`src/rtl/patp_pkg.sv`:
```
// rtl/patp_pkg.sv - opcode, ALU function and state definitions shared by the PATP sequencer
package patp_pkg;

  // Instruction opcodes; anything above OP_STORE is illegal
  localparam int unsigned OP_CLEAR = 32'd0;
  localparam int unsigned OP_INC1  = 32'd1;
  localparam int unsigned OP_ADD   = 32'd2;
  localparam int unsigned OP_DEC1  = 32'd3;
  localparam int unsigned OP_JMP   = 32'd4;
  localparam int unsigned OP_BUZ   = 32'd5;
  localparam int unsigned OP_LOAD  = 32'd6;
  localparam int unsigned OP_STORE = 32'd7;

  typedef enum logic [1:0] {
    FUNC_CLR = 2'd0,
    FUNC_INC = 2'd1,
    FUNC_ADD = 2'd2,
    FUNC_DEC = 2'd3
  } func_t;

  typedef enum logic [2:0] {
    S_IDLE = 3'd0,
    S_F1   = 3'd1,
    S_F2   = 3'd2,
    S_F3   = 3'd3,
    S_F4   = 3'd4,
    S_E1   = 3'd5,
    S_E2   = 3'd6,
    S_E3   = 3'd7
  } state_t;

  // Width of the D-register select field; never narrower than one bit
  function automatic int sel_width(input int n);
    return (n > 1) ? $clog2(n) : 1;
  endfunction

endpackage

```
`src/rtl/patp_sequencer_if.sv`:
```
// rtl/patp_sequencer_if.sv - control/status bundle between the PATP sequencer and its datapath
interface patp_sequencer_if #(
  parameter int NUM_DREGS = 1,
  parameter int OPCODE_W  = 3
) ();
  localparam int SEL_W = patp_pkg::sel_width(NUM_DREGS);

  logic                 run;
  logic [OPCODE_W-1:0]  ir_opcode;
  logic [SEL_W-1:0]     ir_sel;
  logic                 z;
  logic                 mem_ready;

  logic                 oe_ms;
  logic                 oe_ir;
  logic                 oe_pc;
  logic                 oe_alureg;
  logic [NUM_DREGS-1:0] oe_d;
  logic                 we_mar;
  logic                 we_ir;
  logic                 we_pc;
  logic                 we_alureg;
  logic [NUM_DREGS-1:0] we_d;
  logic [1:0]           func;
  logic                 read;
  logic                 write;
  logic                 start_fetch;
  logic                 start_execute;
  logic                 busy;
  logic                 illegal_op;

  modport master (
    input  run, ir_opcode, ir_sel, z, mem_ready,
    output oe_ms, oe_ir, oe_pc, oe_alureg, oe_d,
    output we_mar, we_ir, we_pc, we_alureg, we_d,
    output func, read, write,
    output start_fetch, start_execute, busy, illegal_op
  );

  modport slave (
    output run, ir_opcode, ir_sel, z, mem_ready,
    input  oe_ms, oe_ir, oe_pc, oe_alureg, oe_d,
    input  we_mar, we_ir, we_pc, we_alureg, we_d,
    input  func, read, write,
    input  start_fetch, start_execute, busy, illegal_op
  );
endinterface

```
`src/rtl/patp_ctrl_decode.sv`:
```
// rtl/patp_ctrl_decode.sv - per-state control decode; PATP_WAIT_STATE_EN adds memory wait states
module patp_ctrl_decode
  import patp_pkg::*;
#(
  parameter int NUM_DREGS = 1,
  parameter int OPCODE_W  = 3,
  parameter int SEL_W     = 1
) (
  input  state_t               state,
  input  logic [OPCODE_W-1:0]  op_q,
  input  logic [SEL_W-1:0]     sel_q,
  input  logic                 z,
  input  logic                 mem_ready,
  output logic                 oe_ms,
  output logic                 oe_ir,
  output logic                 oe_pc,
  output logic                 oe_alureg,
  output logic [NUM_DREGS-1:0] oe_d,
  output logic                 we_mar,
  output logic                 we_ir,
  output logic                 we_pc,
  output logic                 we_alureg,
  output logic [NUM_DREGS-1:0] we_d,
  output logic [1:0]           func,
  output logic                 read,
  output logic                 write,
  output logic                 start_fetch,
  output logic                 start_execute,
  output logic                 busy,
  output logic                 illegal_op,
  output logic                 stall,
  output logic                 last
);

  logic                 mem_done;
  logic [31:0]          op_ext;
  logic                 op_illegal;
  logic [NUM_DREGS-1:0] d_sel;

`ifdef PATP_WAIT_STATE_EN
  assign mem_done = mem_ready;
`else
  logic unused_mem_ready;
  assign unused_mem_ready = mem_ready;
  assign mem_done = 1'b1;
`endif

  assign op_ext     = 32'(op_q);
  assign op_illegal = (op_ext > OP_STORE);

  // One-hot register select; a select beyond the last register matches nothing
  always_comb begin
    d_sel = '0;
    for (int i = 0; i < NUM_DREGS; i++) begin
      d_sel[i] = (sel_q == SEL_W'(i));
    end
  end

  // Output decode: memory states hold strobes while waiting and gate write enables on completion
  always_comb begin
    oe_ms = 1'b0; oe_ir = 1'b0; oe_pc = 1'b0; oe_alureg = 1'b0; oe_d = '0;
    we_mar = 1'b0; we_ir = 1'b0; we_pc = 1'b0; we_alureg = 1'b0; we_d = '0;
    func = FUNC_CLR; read = 1'b0; write = 1'b0;
    start_execute = 1'b0; illegal_op = 1'b0;
    stall = 1'b0; last = 1'b0;
    busy = (state != S_IDLE);
    case (state)
      S_F1: begin
        oe_pc = 1'b1; we_mar = 1'b1;
      end
      S_F2: begin
        read = 1'b1; oe_ms = 1'b1; we_ir = mem_done; stall = !mem_done;
      end
      S_F3: begin
        oe_pc = 1'b1; func = FUNC_INC; we_alureg = 1'b1;
      end
      S_F4: begin
        oe_alureg = 1'b1; we_pc = 1'b1; start_execute = 1'b1;
      end
      S_E1: begin
        if (op_illegal) begin
          illegal_op = 1'b1; last = 1'b1;
        end else begin
          case (op_ext)
            OP_CLEAR: begin func = FUNC_CLR; we_alureg = 1'b1; end
            OP_INC1:  begin oe_d = d_sel; func = FUNC_INC; we_alureg = 1'b1; end
            OP_DEC1:  begin oe_d = d_sel; func = FUNC_DEC; we_alureg = 1'b1; end
            OP_ADD, OP_LOAD, OP_STORE: begin oe_ir = 1'b1; we_mar = 1'b1; end
            OP_JMP:   begin oe_ir = 1'b1; we_pc = 1'b1; last = 1'b1; end
            OP_BUZ:   begin oe_ir = z; we_pc = z; last = 1'b1; end
            default:  ;
          endcase
        end
      end
      S_E2: begin
        case (op_ext)
          OP_CLEAR, OP_INC1, OP_DEC1: begin
            oe_alureg = 1'b1; we_d = d_sel; last = 1'b1;
          end
          OP_ADD: begin
            read = 1'b1; oe_ms = 1'b1; func = FUNC_ADD;
            we_alureg = mem_done; stall = !mem_done;
          end
          OP_LOAD: begin
            read = 1'b1; oe_ms = 1'b1;
            we_d = mem_done ? d_sel : '0; stall = !mem_done; last = 1'b1;
          end
          OP_STORE: begin
            write = 1'b1; oe_d = d_sel; stall = !mem_done; last = 1'b1;
          end
          default: ;
        endcase
      end
      S_E3: begin
        if (op_ext == OP_ADD) begin
          oe_alureg = 1'b1; we_d = d_sel; last = 1'b1;
        end
      end
      default: ;
    endcase
    start_fetch = last && !stall;
  end

endmodule

```
`src/rtl/patp_sequencer.sv`:
```
// rtl/patp_sequencer.sv - PATP fetch/execute sequencer top; PATP_WAIT_STATE_EN enables memory wait states
module patp_sequencer
  import patp_pkg::*;
#(
  parameter int NUM_DREGS = 1,
  parameter int OPCODE_W  = 3
) (
  input logic               clk,
  input logic               rst_n,
  patp_sequencer_if.master  bus
);

  localparam int SEL_W = sel_width(NUM_DREGS);

  state_t              state;
  state_t              state_nx;
  logic [OPCODE_W-1:0] op_q;
  logic [SEL_W-1:0]    sel_q;
  logic                stall;
  logic                last;

  // State register plus IR capture as F4 hands over to execute
  always_ff @(posedge clk or negedge rst_n) begin
    if (!rst_n) begin
      state <= S_IDLE;
      op_q  <= '0;
      sel_q <= '0;
    end else begin
      state <= state_nx;
      if (state == S_F4) begin
        op_q  <= bus.ir_opcode;
        sel_q <= bus.ir_sel;
      end
    end
  end

  // Next state: fetch runs straight through, execute ends when the decode flags its last cycle
  always_comb begin
    state_nx = state;
    case (state)
      S_IDLE: if (bus.run) state_nx = S_F1;
      S_F1:   state_nx = S_F2;
      S_F2:   if (!stall) state_nx = S_F3;
      S_F3:   state_nx = S_F4;
      S_F4:   state_nx = S_E1;
      S_E1, S_E2, S_E3: begin
        if (stall)            state_nx = state;
        else if (last)        state_nx = bus.run ? S_F1 : S_IDLE;
        else if (state == S_E1) state_nx = S_E2;
        else                  state_nx = S_E3;
      end
      default: state_nx = S_IDLE;
    endcase
  end

  patp_ctrl_decode #(
    .NUM_DREGS (NUM_DREGS),
    .OPCODE_W  (OPCODE_W),
    .SEL_W     (SEL_W)
  ) u_decode (
    .state         (state),
    .op_q          (op_q),
    .sel_q         (sel_q),
    .z             (bus.z),
    .mem_ready     (bus.mem_ready),
    .oe_ms         (bus.oe_ms),
    .oe_ir         (bus.oe_ir),
    .oe_pc         (bus.oe_pc),
    .oe_alureg     (bus.oe_alureg),
    .oe_d          (bus.oe_d),
    .we_mar        (bus.we_mar),
    .we_ir         (bus.we_ir),
    .we_pc         (bus.we_pc),
    .we_alureg     (bus.we_alureg),
    .we_d          (bus.we_d),
    .func          (bus.func),
    .read          (bus.read),
    .write         (bus.write),
    .start_fetch   (bus.start_fetch),
    .start_execute (bus.start_execute),
    .busy          (bus.busy),
    .illegal_op    (bus.illegal_op),
    .stall         (stall),
    .last          (last)
  );

endmodule

```
`src/flat_wrapper.sv`:
```
// flat-port wrapper written by rule: the top's interface ports become plain ports
module patp_sequencer_flat import patp_pkg::*;
#(
  parameter int NUM_DREGS = 1,
  parameter int OPCODE_W  = 3
)
  (clk, rst_n, bus_run, bus_ir_opcode, bus_ir_sel, bus_z, bus_mem_ready, bus_oe_ms, bus_oe_ir, bus_oe_pc, bus_oe_alureg, bus_oe_d, bus_we_mar, bus_we_ir, bus_we_pc, bus_we_alureg, bus_we_d, bus_func, bus_read, bus_write, bus_start_fetch, bus_start_execute, bus_busy, bus_illegal_op);
  patp_sequencer_if #(.NUM_DREGS(NUM_DREGS), .OPCODE_W(OPCODE_W)) bus_i ();
  input logic clk;
  input logic rst_n;
  input wire logic [$bits(bus_i.run)-1:0] bus_run;
  input wire logic [$bits(bus_i.ir_opcode)-1:0] bus_ir_opcode;
  input wire logic [$bits(bus_i.ir_sel)-1:0] bus_ir_sel;
  input wire logic [$bits(bus_i.z)-1:0] bus_z;
  input wire logic [$bits(bus_i.mem_ready)-1:0] bus_mem_ready;
  output wire logic [$bits(bus_i.oe_ms)-1:0] bus_oe_ms;
  output wire logic [$bits(bus_i.oe_ir)-1:0] bus_oe_ir;
  output wire logic [$bits(bus_i.oe_pc)-1:0] bus_oe_pc;
  output wire logic [$bits(bus_i.oe_alureg)-1:0] bus_oe_alureg;
  output wire logic [$bits(bus_i.oe_d)-1:0] bus_oe_d;
  output wire logic [$bits(bus_i.we_mar)-1:0] bus_we_mar;
  output wire logic [$bits(bus_i.we_ir)-1:0] bus_we_ir;
  output wire logic [$bits(bus_i.we_pc)-1:0] bus_we_pc;
  output wire logic [$bits(bus_i.we_alureg)-1:0] bus_we_alureg;
  output wire logic [$bits(bus_i.we_d)-1:0] bus_we_d;
  output wire logic [$bits(bus_i.func)-1:0] bus_func;
  output wire logic [$bits(bus_i.read)-1:0] bus_read;
  output wire logic [$bits(bus_i.write)-1:0] bus_write;
  output wire logic [$bits(bus_i.start_fetch)-1:0] bus_start_fetch;
  output wire logic [$bits(bus_i.start_execute)-1:0] bus_start_execute;
  output wire logic [$bits(bus_i.busy)-1:0] bus_busy;
  output wire logic [$bits(bus_i.illegal_op)-1:0] bus_illegal_op;
  assign bus_i.run = bus_run;
  assign bus_i.ir_opcode = bus_ir_opcode;
  assign bus_i.ir_sel = bus_ir_sel;
  assign bus_i.z = bus_z;
  assign bus_i.mem_ready = bus_mem_ready;
  assign bus_oe_ms = bus_i.oe_ms;
  assign bus_oe_ir = bus_i.oe_ir;
  assign bus_oe_pc = bus_i.oe_pc;
  assign bus_oe_alureg = bus_i.oe_alureg;
  assign bus_oe_d = bus_i.oe_d;
  assign bus_we_mar = bus_i.we_mar;
  assign bus_we_ir = bus_i.we_ir;
  assign bus_we_pc = bus_i.we_pc;
  assign bus_we_alureg = bus_i.we_alureg;
  assign bus_we_d = bus_i.we_d;
  assign bus_func = bus_i.func;
  assign bus_read = bus_i.read;
  assign bus_write = bus_i.write;
  assign bus_start_fetch = bus_i.start_fetch;
  assign bus_start_execute = bus_i.start_execute;
  assign bus_busy = bus_i.busy;
  assign bus_illegal_op = bus_i.illegal_op;
  patp_sequencer #(.NUM_DREGS(NUM_DREGS), .OPCODE_W(OPCODE_W)) u_core (.clk(clk), .rst_n(rst_n), .bus(bus_i));
endmodule
```
`config.mk`:
```
export PLATFORM = sky130hd
export DESIGN_NAME = patp_sequencer_flat
export DESIGN_NICKNAME = d
export VERILOG_FILES = /design/src/rtl/patp_pkg.sv /design/src/rtl/patp_sequencer_if.sv /design/src/rtl/patp_ctrl_decode.sv /design/src/rtl/patp_sequencer.sv /design/src/flat_wrapper.sv
export SDC_FILE = /design/constraint.sdc
export NUM_CORES = 1
export LEC_CHECK = 0
export CAP_MARGIN = 10
export CORE_MARGIN = 2
export CORE_UTILIZATION = 50
export CTS_CLUSTER_DIAMETER = 200
export DETAILED_ROUTE_END_ITERATION = 6
export DONT_BUFFER_PORTS = 1
export GPL_TIMING_DRIVEN = 0
export PLACE_DENSITY = 0.74
export SETUP_SLACK_MARGIN = 0.05
export SLEW_MARGIN = 40
export SYNTH_ARGS = -nofsm -noshare
export SYNTH_HDL_FRONTEND = slang
export SYNTH_SLANG_ARGS = --single-unit
export TNS_END_PERCENT = 30
```
`constraint.sdc`:
```
create_clock -name clk -period 1.1 [get_ports clk]
set_input_delay 0.22 -clock clk [delete_from_list [all_inputs] [get_ports clk]]
set_output_delay 0.22 -clock clk [all_outputs]
set_load 0.03 [all_outputs]
```
Yosys cells after proc, flatten, opt, wreduce, memory -nomap -nowiden --
Cells that the tools add are included. Widths: inputs -> output; s select.
Word-level totals: output and inout bits 18, memories kept 0, bits in read-only memories 0, latch bits 0, word-level logic and storage cells 76, bits in registers 7, bits in writable memories 0
Operators by class: div/mod/pow operators 0, add/sub/neg operators 0, bitwise gates (word level) 1, multiplexer cells 43, equality and inequality tests 15, order comparisons 1, $mul 0, reductions and logical operators 13, shift operators 0
Operator list (number):
- $logic_not 32->1 | 1
- $mux 1 | 26
- $eq 3x3->1 const B | 8
- $pmux 3 s6 | 1
- $pmux 1 s2 | 7
- $eq 3x2->1 const B | 4
- $pmux 1 s3 | 3
- $reduce_or 3->1 | 3
- $reduce_or 2->1 | 4
- $reduce_or 4->1 | 2
- $eq 3x1->1 const B | 2
- $mux 3 | 2
- $pmux 2 s3 | 1
- $reduce_or 5->1 | 1
- $mux 2 | 2
- $pmux 2 s2 | 1
- $gt 3x3->1 const B | 1
- $logic_not 3->1 | 1
- $reduce_bool 3->1 | 1
- $ne 2x2->1 const B | 1
- $not 1->1 | 1

Depth between registers and ports, before layout --
word-level depth 7, mapped depth 5

Modules after synthesis --
A second synthesis with hierarchy kept.
Second synthesis, totals: cell total of the unflattened synthesis 86, area total of the unflattened synthesis 729.4 sq um
Modules (own cells, without submodules):
- patp_ctrl_decode | times used 1, area an instance 395.4 sq um, cells each 58
- patp_sequencer | times used 1, area an instance 334.1 sq um, cells each 28

Worst setup path before layout --
No wires, ideal clock.
kind flip-flop to output port, start register u_core.state[1], end output bus_func[1], path buffers 1, stages on the path, launching flop included 5, setup slack -696 ps, data arrival time 1576 ps, data required time 880 ps, path through dfrtp_1 buf_2 nand2b_4 mux2_2 nor3_1
Between the ends: word-level cells in the longest chain between the ends 2, elaborated cells on any way between the ends 4, those cells by class eq/ne (3); mux (1)
Ends and longest elaborated chain:
- from (decl) | RTL line patp_sequencer.sv:15 | state_t state;
- from (signal assigned) | RTL line patp_sequencer.sv:29 | state <= state_nx;
- $eq 3x3->1 / $eq 3x2->1 (equally long branches) | RTL line patp_ctrl_decode.sv:67 | case (state)
- $pmux 2 s3 * | RTL line patp_ctrl_decode.sv:67
- to (decl) | RTL line flat_wrapper.sv:26 | output wire logic [$bits(bus_i.func)-1:0] bus_func;
Mark *: on every way between the ends. The rest lies on a longest branch, timed or not.

Worst setup path after layout --
start register u_core.op_q[0], end output bus_we_d
Between the ends: word-level cells in the longest chain between the ends 4, elaborated cells on any way between the ends 9, those cells by class eq/ne (4); mux (3); reduce/logical (2)
Ends and longest elaborated chain:
- from (decl) | RTL line patp_sequencer.sv:17 | logic [OPCODE_W-1:0] op_q;
- from (signal assigned) | RTL line patp_sequencer.sv:31 | op_q <= bus.ir_opcode;
- $logic_not 32->1 (tied with other cells) | RTL line patp_ctrl_decode.sv:96 | case (op_ext)
- $reduce_or 4->1 (no line)
- $mux 1 | RTL line patp_ctrl_decode.sv:96
- $pmux 1 s2 * | RTL line patp_ctrl_decode.sv:67
- to (decl) | RTL line flat_wrapper.sv:25 | output wire logic [$bits(bus_i.we_d)-1:0] bus_we_d;
Marked as above.

==> results.txt <==
----------------------------------------------------
[Outcome]
  Run status ... finished, violations left
  Violations in the final reports ... setup timing

[Route]
  Number of nets still failing antenna checks after routing ... 0
  Average detailed-routed wire length per instance ... 20.30 um
  DR vias/cell ... 6.508
  Length of the first detailed-routing pass in iterations ... 4
  Number of remaining DRC errors ... 0
  Total number of vias ... 846
  Drt total wl ... 2639 um
  1st-iter DRT viols ... 33

[Setup path]
  R2R depth ... 5
  Crit start category ... register
  Worst Path Required ... 0.88 ns
  Data arrival time of the critical path ... 1.57 ns
  RR Startpoint ... u_core.state[1]$_DFFE_PN0P_
  Largest driver fanout on the critical path ... 5
  Kind of critical path ... reg -> out
  Startpoint of the worst setup timing path ... u_core.op_q[0]$_DFFE_PN0P_
  Crit. End Element ... primary output

[Die]
  Initial core utilization ... 0.5487
  Total I/O pin count ... 27
  Die span in y ... 42.49 um
  Core Area ... 1350 sq um
  Horizontal die dimension ... 42.49 um
  Die area ... 1805 sq um
  Count of standard-cell rows ... 13

[Logic synthesis]
  Library cell with the highest instance count after synthesis ... sky130_fd_sc_hd__nor2_1
  Dominant cell type by area after synthesis ... sky130_fd_sc_hd__dfrtp_1
  Synthesized net count ... 102
  Top cell types by occurrence after synthesis ... sky130_fd_sc_hd__nor2_1, sky130_fd_sc_hd__a21oi_1, sky130_fd_sc_hd__dfrtp_1
  Leading post-synthesis cells by cell area ... sky130_fd_sc_hd__dfrtp_1, sky130_fd_sc_hd__a21oi_1, sky130_fd_sc_hd__mux2_2
  Ys flop type ... sky130_fd_sc_hd__dfrtp_1
  Distinct cell type count after synthesis ... 36
  Sequential area share after synthesis ... 0.2365
  Syn Std Cell Area ... 740.7 sq um
  Count of synthesis-stage warnings from yosys ... 0
  Cells after Synth ... 93
  EDFF count, synth ... 0
  Syn_area_per_cell ... 7.965 sq um
  Flop and latch count out of synthesis ... 7
  Portion of synthesized cell area occupied by the leading cell type ... 0.2365
  Async set-reset flop share out of synthesis ... 1.000

[CTS]
  Clock Pin Slew Worst Setup and Hold Paths ... 0.05 ns
  Clock tree from TritonCTS ... built
  Total number of H-tree levels ... 1
  Clk_lat worst skew ... 0.27 ns
  CTS max path bufs ... 2
  Number of clock sinks ... 7
  CTS Root Buffer Type ... sky130_fd_sc_hd__clkbuf_4
  Num CTS Buffers ... 3

[Placement]
  Setup slack at placement ... -0.4111 ns
  Final weighted congestion of routability-driven global placement ... 0.8048
  Dpl hpwl ... 1329 um
  Number of port buffers ... 0

[Global route]
  Overflow after GRT ... 0
  Pin count of the biggest net entering global routing ... 11
  Initial antenna violation count ... 0
  First-pass GRT wire length ... 3615 um
  Global routing usage summed across all routing layers ... 0.2713
  Via count of the first global-routing pass ... 761

[STA]
  Hold Fails Final Rpt ... 0
  Setup Skew ... 0.006144 ns
  Number of max-slew violations in the final report ... 0
  Worst-case headroom to the max-slew limit ... 0.6258
  Share of the clock period used by the worst path ... 1.626
  Unrepaired setup endpoints after global routing ... yes
  Worst setup slack after layout ... -0.6883 ns
  Maximum clock frequency ... 0.5592 GHz
  Setup-failing EPs final ... 24
  Least-Margin Pin Slew ... 0.5593 ns
  Final worst path period need ... 1.788 ns

[Job]
  Max_cap viols ... 0

[Final layout]
  Number of inserted filler cells in the final layout ... 69
  Number of antenna diodes ... 0
  Total Nets Final ... 125
  Layout cells sized above 1 ... 0.5913
  Area growth from synthesis to layout ... 56.25%

[Hold path]
  Startpoint of the lowest-slack hold path ... bus_ir_opcode[0]
  Class of the tightest hold or removal check ... in -> reg
  Cell depth of the worst min-delay path ... 2

----------------------------------------------------
-- placed cells by master, fill, tap and decap left out, types with 2 or more instances in the layout --
cell / count
sky130_fd_sc_hd__mux2_4: 2
sky130_fd_sc_hd__o22ai_4: 2
sky130_fd_sc_hd__nor2b_4: 2
sky130_fd_sc_hd__mux2_2: 2
sky130_fd_sc_hd__o21ai_1: 2
sky130_fd_sc_hd__a21oi_4: 2
sky130_fd_sc_hd__dfrtp_1: 6
sky130_fd_sc_hd__clkbuf_4: 3
sky130_fd_sc_hd__a21oi_2: 2
sky130_fd_sc_hd__nor2_1: 6
sky130_fd_sc_hd__inv_1: 2
sky130_fd_sc_hd__and4b_2: 2
sky130_fd_sc_hd__nand2b_4: 5
sky130_fd_sc_hd__nor2_4: 5
sky130_fd_sc_hd__o21ai_0: 3
sky130_fd_sc_hd__nand2_1: 6
sky130_fd_sc_hd__buf_6: 13
sky130_fd_sc_hd__mux2i_1: 2
sky130_fd_sc_hd__nand2b_1: 3
sky130_fd_sc_hd__a221oi_1: 2
sky130_fd_sc_hd__buf_4: 14
sky130_fd_sc_hd__a21oi_1: 5
sky130_fd_sc_hd__nor3_4: 2
-- kinds of logic after synthesis --
family                 count (synthesis)  share of synthesized area
AO/OA/AOI/OAI                         25                     0.2044
XOR/XNOR                               1                    0.01183
buffers and inverters                 13                     0.1132
multiplexers                           6                    0.08783
other                                  1                   0.005063
AND/OR/NAND/NOR                       40                     0.3412
flip-flops                             7                     0.2365
-- layer usage --
metal / vias to the layer above / track usage / part of all wire
met2: 58 / 0.4092 / 0.48
met4: 0 / 0.1500 / 0.058
li1: 366 / - / -
met3: 21 / 0.09483 / 0.084
met5: - / 0 / 0
met1: 401 / 0.3333 / 0.38
-- metrics by stage --
| step | setup TNS (ns) | instance area (sq um) | util | hold slack [ns] | cells |
|---|---|---|---|---|---|
| 5_1_grt | -12.83 | 1157 | 0.8573 | 0.08746 | 130 |
| 3_5_place_dp | -6.844 | 828.3 | 0.6135 | -0.07547 | 108 |
| 4_1_cts | -10.59 | 1057 | 0.7831 | 0.08679 | 124 |
| 3_3_place_gp | -6.631 | 828.3 | 0.6135 | -0.07548 | 108 |
| 6_report | -11.79 | 1157 | 0.8573 | 0.08991 | 130 |
| 2_1_floorplan | -4.740 | 809.5 | - | -0.07559 | 93 |
-- worst paths after layout --
kind                                                   end  slack (ns)
max in group asynchronous       u_core.op_q[0]$_DFFE_PN0P_        0.57
worst min-delay path            u_core.op_q[0]$_DFFE_PN0P_        0.09
min in group asynchronous       u_core.op_q[1]$_DFFE_PN0P_        0.27
worst min register to register    u_core.sel_q$_DFFE_PN0P_        0.53
worst max register to register    u_core.sel_q$_DFFE_PN0P_       -0.51
worst max-delay path                              bus_we_d       -0.69
-- cell type report --
cell class	instances	area (sq um)	area share
multi-input combinational	73	655.6	0.5665
sequential	7	176.4	0.1524
timing repair buffer	18	156.4	0.1351
buffer	10	105.1	0.09081
clock buffer	4	26.28	0.02270
inverter	3	18.77	0.01622
tap	15	18.77	0.01622
-- state kept, by name, summed over array words and instances (netlist names) --
signal and cells:
u_core.op_q 3, u_core.state 3, u_core.sel_q 1
-- critical path, cell delays in order, from the launching register on --
cell	delay [ns]
sky130_fd_sc_hd__dfrtp_2	0.45
sky130_fd_sc_hd__nand2b_4	0.18
sky130_fd_sc_hd__xnor2_1	0.13
sky130_fd_sc_hd__mux2i_1	0.17
sky130_fd_sc_hd__and4b_2	0.36
-- timing repair --
item | in CTS | in global routing
buffers inserted | 11 | 6
hold endpoints to repair | 7 | 0
setup endpoints to repair | 24 | 24
gates resized for setup | 30 | 11
pin swaps | 12 | 7
hold buffers | 1 | 0
Power is left out: the tool's default activity adds up to more than one toggle a clock period on the data nets, which glitch-free logic cannot reach.
